File: config.mk
export PLATFORM = sky130hd
export DESIGN_NAME = mem_ctrl
export DESIGN_NICKNAME = d
export VERILOG_FILES = /design/src/rtl/mem_ctrl.sv
export SDC_FILE = /design/constraint.sdc
export NUM_CORES = 1
export LEC_CHECK = 0
export BUFFER_PORTS_ARGS = -buffer_cell sky130_fd_sc_hd__buf_4
export CORE_MARGIN = 10
export CORE_UTILIZATION = 48
export CTS_CLUSTER_SIZE = 28
export DETAILED_ROUTE_END_ITERATION = 10
export HOLD_SLACK_MARGIN = 0.02
export PLACE_DENSITY = 0.76
export RECOVER_POWER = 25
export SYNTH_ARGS = -nofsm -noshare
export SYNTH_HDL_FRONTEND = slang
export SYNTH_SLANG_ARGS = --single-unit
File: constraint.sdc
create_clock -name clk -period 2.3 [get_ports clk]
set_input_delay 0.23 -clock clk [delete_from_list [all_inputs] [get_ports clk]]
set_output_delay 0.23 -clock clk [all_outputs]
set_load 0.01 [all_outputs]
File: src/rtl/mem_ctrl.sv
// mem_ctrl: shares one byte-wide synchronous RAM between instruction fetch
// (word reads) and the MEM stage (word loads, byte/half/word stores).
// Each accepted request becomes a run of byte cycles on the RAM port and
// ends with a one-cycle done pulse on the port that owns it.
module mem_ctrl #(
  parameter int ADDR_W = 32
) (
  input  logic              clk,
  input  logic              rst,
  input  logic              if_r_en_i,
  input  logic [31:0]       if_addr_i,
  output logic              if_done_o,
  output logic              if_busy_o,
  input  logic              mem_r_en_i,
  input  logic              mem_w_en_i,
  input  logic [31:0]       mem_addr_i,
  input  logic [31:0]       mem_wdata_i,
  input  logic [1:0]        mem_mask_i,
  output logic              mem_done_o,
  output logic              mem_busy_o,
  output logic [31:0]       rdata_o,
  input  logic [7:0]        ram_din,
  output logic [7:0]        ram_dout,
  output logic [ADDR_W-1:0] ram_a,
  output logic              ram_wr
);

  typedef enum logic [1:0] {
    S_IDLE = 2'd0,
    S_RD   = 2'd1,
    S_WR   = 2'd2
  } state_t;

  localparam logic OWNER_IF  = 1'b0;
  localparam logic OWNER_MEM = 1'b1;

  state_t              state_q;
  logic [2:0]          cnt_q;
  logic                owner_q;
  logic [ADDR_W-1:0]   base_q;
  logic [31:0]         wdata_q;
  logic [2:0]          nbytes_q;
  logic [23:0]         rbuf_q;
  logic [31:0]         rdata_q;
  logic                if_done_q;
  logic                mem_done_q;
  logic                busy_q;
  logic [ADDR_W-1:0]   ram_a_q;
  logic [7:0]          ram_dout_q;
  logic                ram_wr_q;
  logic [ADDR_W-1:0]   addr_next_d;

  // Store size decode: number of bytes written for a given mask.
  function automatic logic [2:0] mask_len(input logic [1:0] mask);
    logic [2:0] len;
    case (mask)
      2'b01:   len = 3'd1;
      2'b10:   len = 3'd2;
      2'b11:   len = 3'd4;
      default: len = 3'd0;
    endcase
    return len;
  endfunction

  // Little-endian byte select from a 32-bit word.
  function automatic logic [7:0] sel_byte(input logic [31:0] w, input logic [1:0] idx);
    logic [7:0] b;
    case (idx)
      2'd0:    b = w[7:0];
      2'd1:    b = w[15:8];
      2'd2:    b = w[23:16];
      2'd3:    b = w[31:24];
      default: b = 8'h00;
    endcase
    return b;
  endfunction

  // Address of the byte following the current one; wraps modulo 2^ADDR_W.
  always_comb begin
    addr_next_d = base_q + ADDR_W'(cnt_q) + ADDR_W'(1);
  end

  // Arbitration, byte sequencing and all registered outputs.
  always_ff @(posedge clk) begin
    if (rst) begin
      state_q    <= S_IDLE;
      cnt_q      <= 3'd0;
      owner_q    <= OWNER_IF;
      base_q     <= '0;
      wdata_q    <= 32'h0;
      nbytes_q   <= 3'd0;
      rbuf_q     <= 24'h0;
      rdata_q    <= 32'h0;
      if_done_q  <= 1'b0;
      mem_done_q <= 1'b0;
      busy_q     <= 1'b0;
      ram_a_q    <= '0;
      ram_dout_q <= 8'h00;
      ram_wr_q   <= 1'b0;
    end else begin
      if_done_q  <= 1'b0;
      mem_done_q <= 1'b0;
      case (state_q)
        S_IDLE: begin
          cnt_q      <= 3'd0;
          ram_a_q    <= '0;
          ram_dout_q <= 8'h00;
          ram_wr_q   <= 1'b0;
          busy_q     <= 1'b0;
          if (mem_w_en_i) begin
            owner_q  <= OWNER_MEM;
            base_q   <= mem_addr_i[ADDR_W-1:0];
            wdata_q  <= mem_wdata_i;
            nbytes_q <= mask_len(mem_mask_i);
            if (mask_len(mem_mask_i) == 3'd0) begin
              // Empty store: nothing to write, complete immediately.
              mem_done_q <= 1'b1;
            end else begin
              state_q    <= S_WR;
              busy_q     <= 1'b1;
              ram_a_q    <= mem_addr_i[ADDR_W-1:0];
              ram_dout_q <= mem_wdata_i[7:0];
              ram_wr_q   <= 1'b1;
            end
          end else if (mem_r_en_i) begin
            owner_q <= OWNER_MEM;
            base_q  <= mem_addr_i[ADDR_W-1:0];
            state_q <= S_RD;
            busy_q  <= 1'b1;
            ram_a_q <= mem_addr_i[ADDR_W-1:0];
          end else if (if_r_en_i) begin
            owner_q <= OWNER_IF;
            base_q  <= if_addr_i[ADDR_W-1:0];
            state_q <= S_RD;
            busy_q  <= 1'b1;
            ram_a_q <= if_addr_i[ADDR_W-1:0];
          end
        end
        S_RD: begin
          // ram_din lags the address by one cycle, so byte cnt-1 arrives now.
          case (cnt_q)
            3'd1:    rbuf_q[7:0]   <= ram_din;
            3'd2:    rbuf_q[15:8]  <= ram_din;
            3'd3:    rbuf_q[23:16] <= ram_din;
            default: rbuf_q        <= rbuf_q;
          endcase
          if (cnt_q == 3'd4) begin
            rdata_q    <= {ram_din, rbuf_q};
            state_q    <= S_IDLE;
            cnt_q      <= 3'd0;
            busy_q     <= 1'b0;
            ram_a_q    <= '0;
            if_done_q  <= (owner_q == OWNER_IF);
            mem_done_q <= (owner_q == OWNER_MEM);
          end else if (cnt_q == 3'd3) begin
            // Last byte already addressed; the final cycle only captures.
            cnt_q   <= cnt_q + 3'd1;
            ram_a_q <= '0;
          end else begin
            cnt_q   <= cnt_q + 3'd1;
            ram_a_q <= addr_next_d;
          end
        end
        S_WR: begin
          if ((cnt_q + 3'd1) == nbytes_q) begin
            state_q    <= S_IDLE;
            cnt_q      <= 3'd0;
            busy_q     <= 1'b0;
            ram_a_q    <= '0;
            ram_dout_q <= 8'h00;
            ram_wr_q   <= 1'b0;
            if_done_q  <= (owner_q == OWNER_IF);
            mem_done_q <= (owner_q == OWNER_MEM);
          end else begin
            cnt_q      <= cnt_q + 3'd1;
            ram_a_q    <= addr_next_d;
            ram_dout_q <= sel_byte(wdata_q, cnt_q[1:0] + 2'd1);
            ram_wr_q   <= 1'b1;
          end
        end
        default: begin
          state_q  <= S_IDLE;
          cnt_q    <= 3'd0;
          busy_q   <= 1'b0;
          ram_a_q  <= '0;
          ram_wr_q <= 1'b0;
        end
      endcase
    end
  end

  assign if_done_o  = if_done_q;
  assign mem_done_o = mem_done_q;
  assign if_busy_o  = busy_q;
  assign mem_busy_o = busy_q;
  assign rdata_o    = rdata_q;
  assign ram_a      = ram_a_q;
  assign ram_dout   = ram_dout_q;
  assign ram_wr     = ram_wr_q;

endmodule
* After elaboration in Yosys (flattened, before gate mapping)
Cells that the tools add are included.
Storage, ports and cells: register bits 173, output and inout port bits 77, input bits 111
Operators by class: reduce and logical (&&, ||, !) cells 13, multiplexer cells 51, eq/ne operators 17, bitwise operators 1, add/sub/neg operators 4
Operators with widths (count):
- 32-bit two-way mux | 10
- 32-bit case mux with 3 select lines | 1
- 32-bit by 1-bit adder with 32-bit output (second input constant) | 1
- 32-bit by 3-bit adder with 32-bit output | 1
- 8-bit case mux with 4 select lines | 1
- 8-bit two-way mux | 3
- 1-bit two-way mux | 17
- 8-bit case mux with 2 select lines | 1
- 3-bit two-way mux | 5
- 2-bit AND reduction | 7
- 2-bit two-way mux | 6
- 2-bit == test (second input constant) | 5
- 1-bit case mux with 3 select lines | 3
- 3-bit case mux with 3 select lines | 1
- 2-bit by 1-bit == test with 1-bit output (second input constant) | 3
- 3-bit by 2-bit == test with 1-bit output (second input constant) | 2
- 2-bit case mux with 3 select lines | 1
- 3-bit case mux with 2 select lines | 1
- 2-bit zero test | 2
- 2-bit != test (second input constant) | 2
- 4-bit != test (second input constant) | 1
- 4-bit AND reduction | 1
- 3-bit by 1-bit adder with 3-bit output (second input constant) | 1
- 3-bit by 1-bit == test with 1-bit output (second input constant) | 1
- other kinds (9) | 9

* Depth between registers and ports, before layout
Gate-level depths: netlist of run 1.
depth in word-level cells 9, depth in mapped cells 9, mapped depth without buffers 8

* Worst setup path after synthesis of run 1
No wires, ideal clock.
kind register to register, start point register cnt_q[0], end point register ram_a_q[24], in the netlist ram_a[24], clock period less this slack 2203 ps, stages on the path, launching flop included 10, arrival 2072 ps, buffers on the path 1, setup slack 97 ps, cells stage by stage dfxtp_1 > inv_1 > ha_1 > fa_1 > nor2b_1 > o21ai_0 > buf_2 > nor4_1 > xnor2_1 > o22ai_1
On the way: longest elaborated chain between the ends 5
RTL lines:
- start, declared | RTL line 38 | logic [2:0] cnt_q;
- start signal, assigned | RTL line 157 | cnt_q <= cnt_q + 3'd1;
- start signal, assigned | RTL line 160 | cnt_q <= cnt_q + 3'd1;
- start signal, assigned | RTL line 175 | cnt_q <= cnt_q + 3'd1;
- 32-bit by 3-bit adder with 32-bit output | RTL line 80 | addr_next_d = base_q + ADDR_W'(cnt_q) + ADDR_W'(1);
- 32-bit by 1-bit adder with 32-bit output | RTL line 80
- 32-bit two-way mux | RTL line 155 | end else if (cnt_q == 3'd3) begin
- 32-bit two-way mux | RTL line 147 | if (cnt_q == 3'd4) begin
- 32-bit case mux with 3 select lines (*) | RTL line 103 | case (state_q)
- end signal, assigned | RTL line 121 | ram_a_q <= mem_addr_i[ADDR_W-1:0];
- end signal, assigned | RTL line 161 | ram_a_q <= addr_next_d;
- end signal, assigned | RTL line 176 | ram_a_q <= addr_next_d;
- end, declared | RTL line 48 | logic [ADDR_W-1:0] ram_a_q;
Every way passes the cells marked *; elsewhere a longest branch is shown, timed or not. A chain may end at the register's enable or synchronous reset.

* Final worst setup path of run 1
start point register cnt_q[0], end point register ram_a_q[30], in the netlist ram_a[30]
The elaborated chain is that of the path after synthesis.

==> flow_summary.ini, run 1 <==
[die]
rows = 46
start_util = 0.4856
die_h_um = 146.3
design.core.area_um2 = 15770
die_x_um = 146.3
dieArea_um2 = 21410
pin_count = 188

[clock_tree]
cts-root-buf = clkbuf_16
clkLatencyLatePin_ns = 0.43
cts.sinks = 173
cts_buffer_depth = 2
cts_hold_buffers = 0
cts_max_level = 4
clk_pin_slew_ns = 0.07
cts_buffers = 17
cts_tree = done

[power]
power.internal_uw = 5691
pwr-share-clk = 0.375
power_density_nw_per_um2 = 822.9
ir_drop_mv = 0.5442
pwr-share-comb = 0.193
p_seq_frac = 0.432
cellLeakagePower_uw = 0.003732
p_switching_uw = 2358
total_power_uw = 8049
switching_share = 0.2930

[synth]
synth_flop_cell = dfxtp_1
syn_inst = 961
yosysWarnings = 0
ys_top_cells_by_area = dfxtp_1 45%, nand2_1 12%, a21oi_1 7.3%
yosysTopAreaCellShare = 0.4522
async_flop_share = 0
synth_top_cell_by_area = dfxtp_1
netlist_area_um2 = 7659
yosys-top-cells-count = 248 x nand2_1, 173 x dfxtp_1, 112 x a21oi_1
ys_types = 51
synth-seq-area-share = 0.4522
synth-edff-count = 0
syn_area_per_cell_um2 = 7.969
synth_most_common_cell = nand2_1
synth_fp_nets = 1085
ys_ff_latch = 173

[timing]
skew_ns = 0.009897
fin_hold_ws_ns = 0.03844
setup_viol = 0
period_share = 0.9474
slew_headroom = 0.3406
hold_viol_final = 0
slew_violations = 0
period_needed_ns = 2.179
setup_ws_ns = 0.1210
fmax_mhz = 458.9
tightest_slew_ns = 0.9825

[grt]
grt-ovfl-total = 0
grt_pass1_wl_um = 37810
first_global_vias = 7450
antenna_found_initial = 0
grtUsageTotal = 0.2121
grt_max_degree = 59

[final_layout]
area_delta_synth_final_pct = 27.72
final_nets = 1252
antenna_cells_inserted = 0
layout-drive-gt1-share = 0.1884

[detailed_routing]
drc = 0
wl_um = 23520
dr.pass1.iters = 7
via_per_inst = 5.553
antenna_left = 0
drt_iter0_drc = 551
wl_per_cell_um = 17.33
vias = 7536

[outcome]
status = finished clean

[worst_setup_path]
crit_type = reg -> reg
worstPathArrival_ns = 2.49
end_kind = register
cp-start-kind = register
path_max_fanout = 11
cp.required_ns = 2.61

[placed_design]
preCtsSetupSlack_ns = 0.06554
post-dp-hpwl_um = 16360
io_buffers = 187
place_congestion = 0.8458

[flow_run]
maxCapViolations = 0

[min_path]
hp-class = in -> reg
[area by class of cell]
class	count	area, um^2
Timing Repair Buffer	220	1460
Fill cell	1460	5988
Clock buffer	19	442.9
Tap cell	216	270.3
Inverter	13	48.80
Multi-Input combinational cell	703	3921
Clock inverter	13	175.2
Sequential cell	173	3463
[critical path, cell delays in order (launching register included)]
cell,delay (ns)
dfxtp_1,0.35
inv_1,0.09
ha_1,0.23
fa_1,0.42
nor2b_2,0.17
o21ai_0,0.08
buf_4,0.20
nor4_2,0.26
xnor2_1,0.17
o22ai_1,0.08
[path summary, 6_finish.rpt]
check / slack, ns / to / depth (start not counted) / start
setup / recovery: 0.12 / ram_a[30] / 9 / cnt_q[0]
hold / removal: 0.04 / wdata_q[24] / 3 / mem_wdata_i[24]
setup reg to reg: 0.12 / ram_a[30] / 9 / cnt_q[0]
hold reg to reg: 0.45 / rdata_o[11] / 2 / rbuf_q[11]
[metal layers]
layer	vias up	routed length [um]	GRT usage
met5	-	0	0
met3	41	1826	0.06150
li1	3668	-	-
met4	0	652	0.08358
met2	287	10870	0.3369
met1	3540	10170	0.2655
[per-stage QoR]
step / std cells / TNS, ns / util / area [um^2]
floorplan: 961 / 0 / - / 7659
global placement: 1323 / 0 / 0.5904 / 9311
detailed placement: 1323 / 0 / 0.5904 / 9311
CTS: 1355 / 0 / 0.6296 / 9930
global route: 1357 / -0.01844 / 0.6203 / 9782
finish: 1357 / 0 / 0.6203 / 9782
[cell usage in the layout, fill, tap and decap left out, drive strengths merged, types with 7 or more instances in the layout]
master  netlist  final
nand2       248    248
dfxtp       173    173
buf          20    158
a21oi       112    112
clkbuf       52     81
nor2         76     76
nand3        34     34
a311oi       32     32
xnor2        30     30
o22ai        23     23
a22oi        20     20
inv          13     19
o21ai        15     15
ha           12     12
a222oi       11     11
a211oi       10     10
nor3          9      9
nand2b        9      9
mux2i         8      8
nor4          7      7
[power groups by stage]
stage / Clock [uW] / Combinational [uW] / Sequential (uW)
2_1_floorplan: 0 / 895 / 3540
3_3_place_gp: 0 / 1540 / 3540
3_5_place_dp: 0 / 1570 / 3540
4_1_cts: 3060 / 1580 / 3470
5_1_grt: 3190 / 1720 / 3510
6_report: 3020 / 1550 / 3480
[logic make-up after synthesis]
group                      Yosys count  share of synthesized area
buffers and inverters               85                    0.04542
AOI/OAI and AO/OA                  235                     0.1965
DFF                                173                     0.4522
xor gates and xnor gates            33                    0.03774
muxes                                8                    0.01046
and+or+nand+nor                    414                     0.2354
adders and majority gates           13                    0.02222
[registers in the layout, indices dropped and copies added (netlist names), 2 cells and up]
name and cells:
ram_a 32, nbytes_q 3, base_q 32, wdata_q 32, state_q 2, ram_dout 8
rdata_o 32, rbuf_q 24, cnt_q 3
[what timing repair did]
item / in CTS / in global routing
setup buffers: 0 / 2
endpoints found under the setup margin: 0 / 32
gates resized for setup: 0 / 12
Power figures use the tool's default switching activity.
==> run 2, diff against run 1 <==
--- a/config.mk
+++ b/config.mk
@@ -6,7 +6,6 @@
 export NUM_CORES = 1
 export LEC_CHECK = 0
 export BUFFER_PORTS_ARGS = -buffer_cell sky130_fd_sc_hd__buf_4
-export CORE_MARGIN = 10
 export CORE_UTILIZATION = 48
 export CTS_CLUSTER_SIZE = 28
 export DETAILED_ROUTE_END_ITERATION = 10
==> flow_summary.ini, run 2 (synthesis results as in run 1) <==
[grt]
grt-ovfl-total = 0
first_global_vias = 6672
antenna_found_initial = 0
grt_max_degree = 141
grt_pass1_wl_um = 33640
grtUsageTotal = 0.2604

[die]
design.core.area_um2 = 15370
start_util = 0.4982
rows = 45
pin_count = 188
die_h_um = 128.3
die_x_um = 128.3
dieArea_um2 = 16460

[clock_tree]
cts_buffers = 17
clkLatencyLatePin_ns = 0.42
cts_buffer_depth = 2
cts.sinks = 173
cts-root-buf = clkbuf_16
cts_max_level = 4
cts_tree = done
clk_pin_slew_ns = 0.07

[worst_setup_path]
worstPathArrival_ns = 2.49
r2r_end = state_q[0]
worst-path-buf-inv = 2
r2r_slack_ns = 0.14
end_kind = register
path_delay_family = adder cells
cp_slowest_stage_delay_ns = 0.32
reg2reg_from = cnt_q[0]
crit_type = reg -> reg
path_max_fanout = 5
cp-start-kind = register
cp.required_ns = 2.63
r2r_cells = 9
cpMaxStageDelayCell = or3_1
cp_num_cells = 9
crit_chain = buf_4 > ha_1 > ha_1 > xnor2_1 > o31ai_2 > buf_4 > nand2_1 > or3_1 > o31ai_1

[final_layout]
layout-drive-gt1-share = 0.1821
antenna_cells_inserted = 0
area_delta_synth_final_pct = 25.65
layout_common_cells = 247 x nand2_1, 173 x dfxtp_1, 152 x buf_4
final_cell_area_um2 = 9623
mostFrequentLayoutCell = nand2_1
final_nets = 1248
fill_cells = 1427

[timing]
rsz0062_at_grt = false
period_share = 0.9406
skew_ns = 0.007516
tightest_slew_ns = 0.8667
slew_violations = 0
fmax_mhz = 462.2
hold_viol_final = 0
setup_viol = 0
slew_headroom = 0.4183
period_needed_ns = 2.163
setup_tns_ns = 0

[min_path]
hold_end = wdata_q[27]
hp-class = in -> reg
hp-start = mem_wdata_i[27]
hold_path_depth = 3

[power]
power_density_nw_per_um2 = 796.2
total_power_uw = 7662
cellLeakagePower_uw = 0.003656
ir_drop_mv = 0.5707

[placed_design]
placed_area_um2 = 9255
post-dp-hpwl_um = 14530
place_congestion = 0.8440
io_buffers = 187

[outcome]
status = finished clean

[detailed_routing]
antenna_left = 0
drt_iter0_drc = 757
wl_per_cell_um = 15.93
drc = 0
dr.pass1.iters = 8
wl_um = 21480
vias = 7451
via_per_inst = 5.527

[flow_run]
maxCapViolations = 0
[run 2: worst register-to-register path, stage by stage, from the launching register on]
cell	delay, ns
dfxtp_1	0.31
buf_4	0.15
ha_1	0.21
ha_1	0.30
xnor2_1	0.16
o31ai_2	0.25
buf_4	0.19
nand2_1	0.11
or3_1	0.32
o31ai_1	0.08
[run 2: metrics by stage]
stage               setup slack, ns  instances  hold slack [ns]    util
floorplan                   0.09748        961           0.3660       -
global placement             0.1318       1313           0.4386  0.6021
detailed placement          0.07910       1313           0.4433  0.6021
CTS                         0.06620       1345          0.04151  0.6380
global route                0.01929       1348          0.04874  0.6260
finish                       0.1366       1348          0.05109  0.6260
[run 2: how the worst max path moves through the flow]
stage	from	endpoint	slack (ns)
after detailed placement	cnt_q[0]	ram_a[28]	0.08
after floorplan	cnt_q[0]	ram_a[24]	0.1
final	cnt_q[0]	state_q[0]	0.14
after global placement	cnt_q[0]	ram_a[23]	0.13
after global routing	cnt_q[0]	ram_a[19]	0.02
after CTS	cnt_q[0]	ram_a[28]	0.07
[run 2: layer usage]
layer | vias to the layer above | global-route usage | share of wire
met5 | - | 0 | 0
met4 | 0 | 0.1010 | 0.022
met3 | 31 | 0.04424 | 0.067
met2 | 270 | 0.4156 | 0.48
met1 | 3485 | 0.3516 | 0.44
li1 | 3665 | - | -
[run 2: cell type report]
class	count	area, um^2	share of cell area
clock buffer	22	474.2	0.04928
clock inverter	10	77.57	0.008061
inverter	13	48.80	0.005071
multi-input combinational	703	3881	0.4033
sequential	173	3463	0.3599
tap	211	264.0	0.02743
timing repair buffer	216	1414	0.1469
[run 2: where the power goes]
group	leakage [uW]	switching (uW)	internal (uW)
Sequential	0.00142	209	3270
Clock	0.000268	1190	1480
Combinational	0.00197	865	641
Total	0.00366	2270	5390
[run 2: timing repair]
| item | in CTS | in global routing |
|---|---|---|
| setup endpoints to repair | 0 | 26 |
| resized for setup | 0 | 6 |
| hold buffers | 0 | 0 |
| buffers inserted | 0 | 3 |
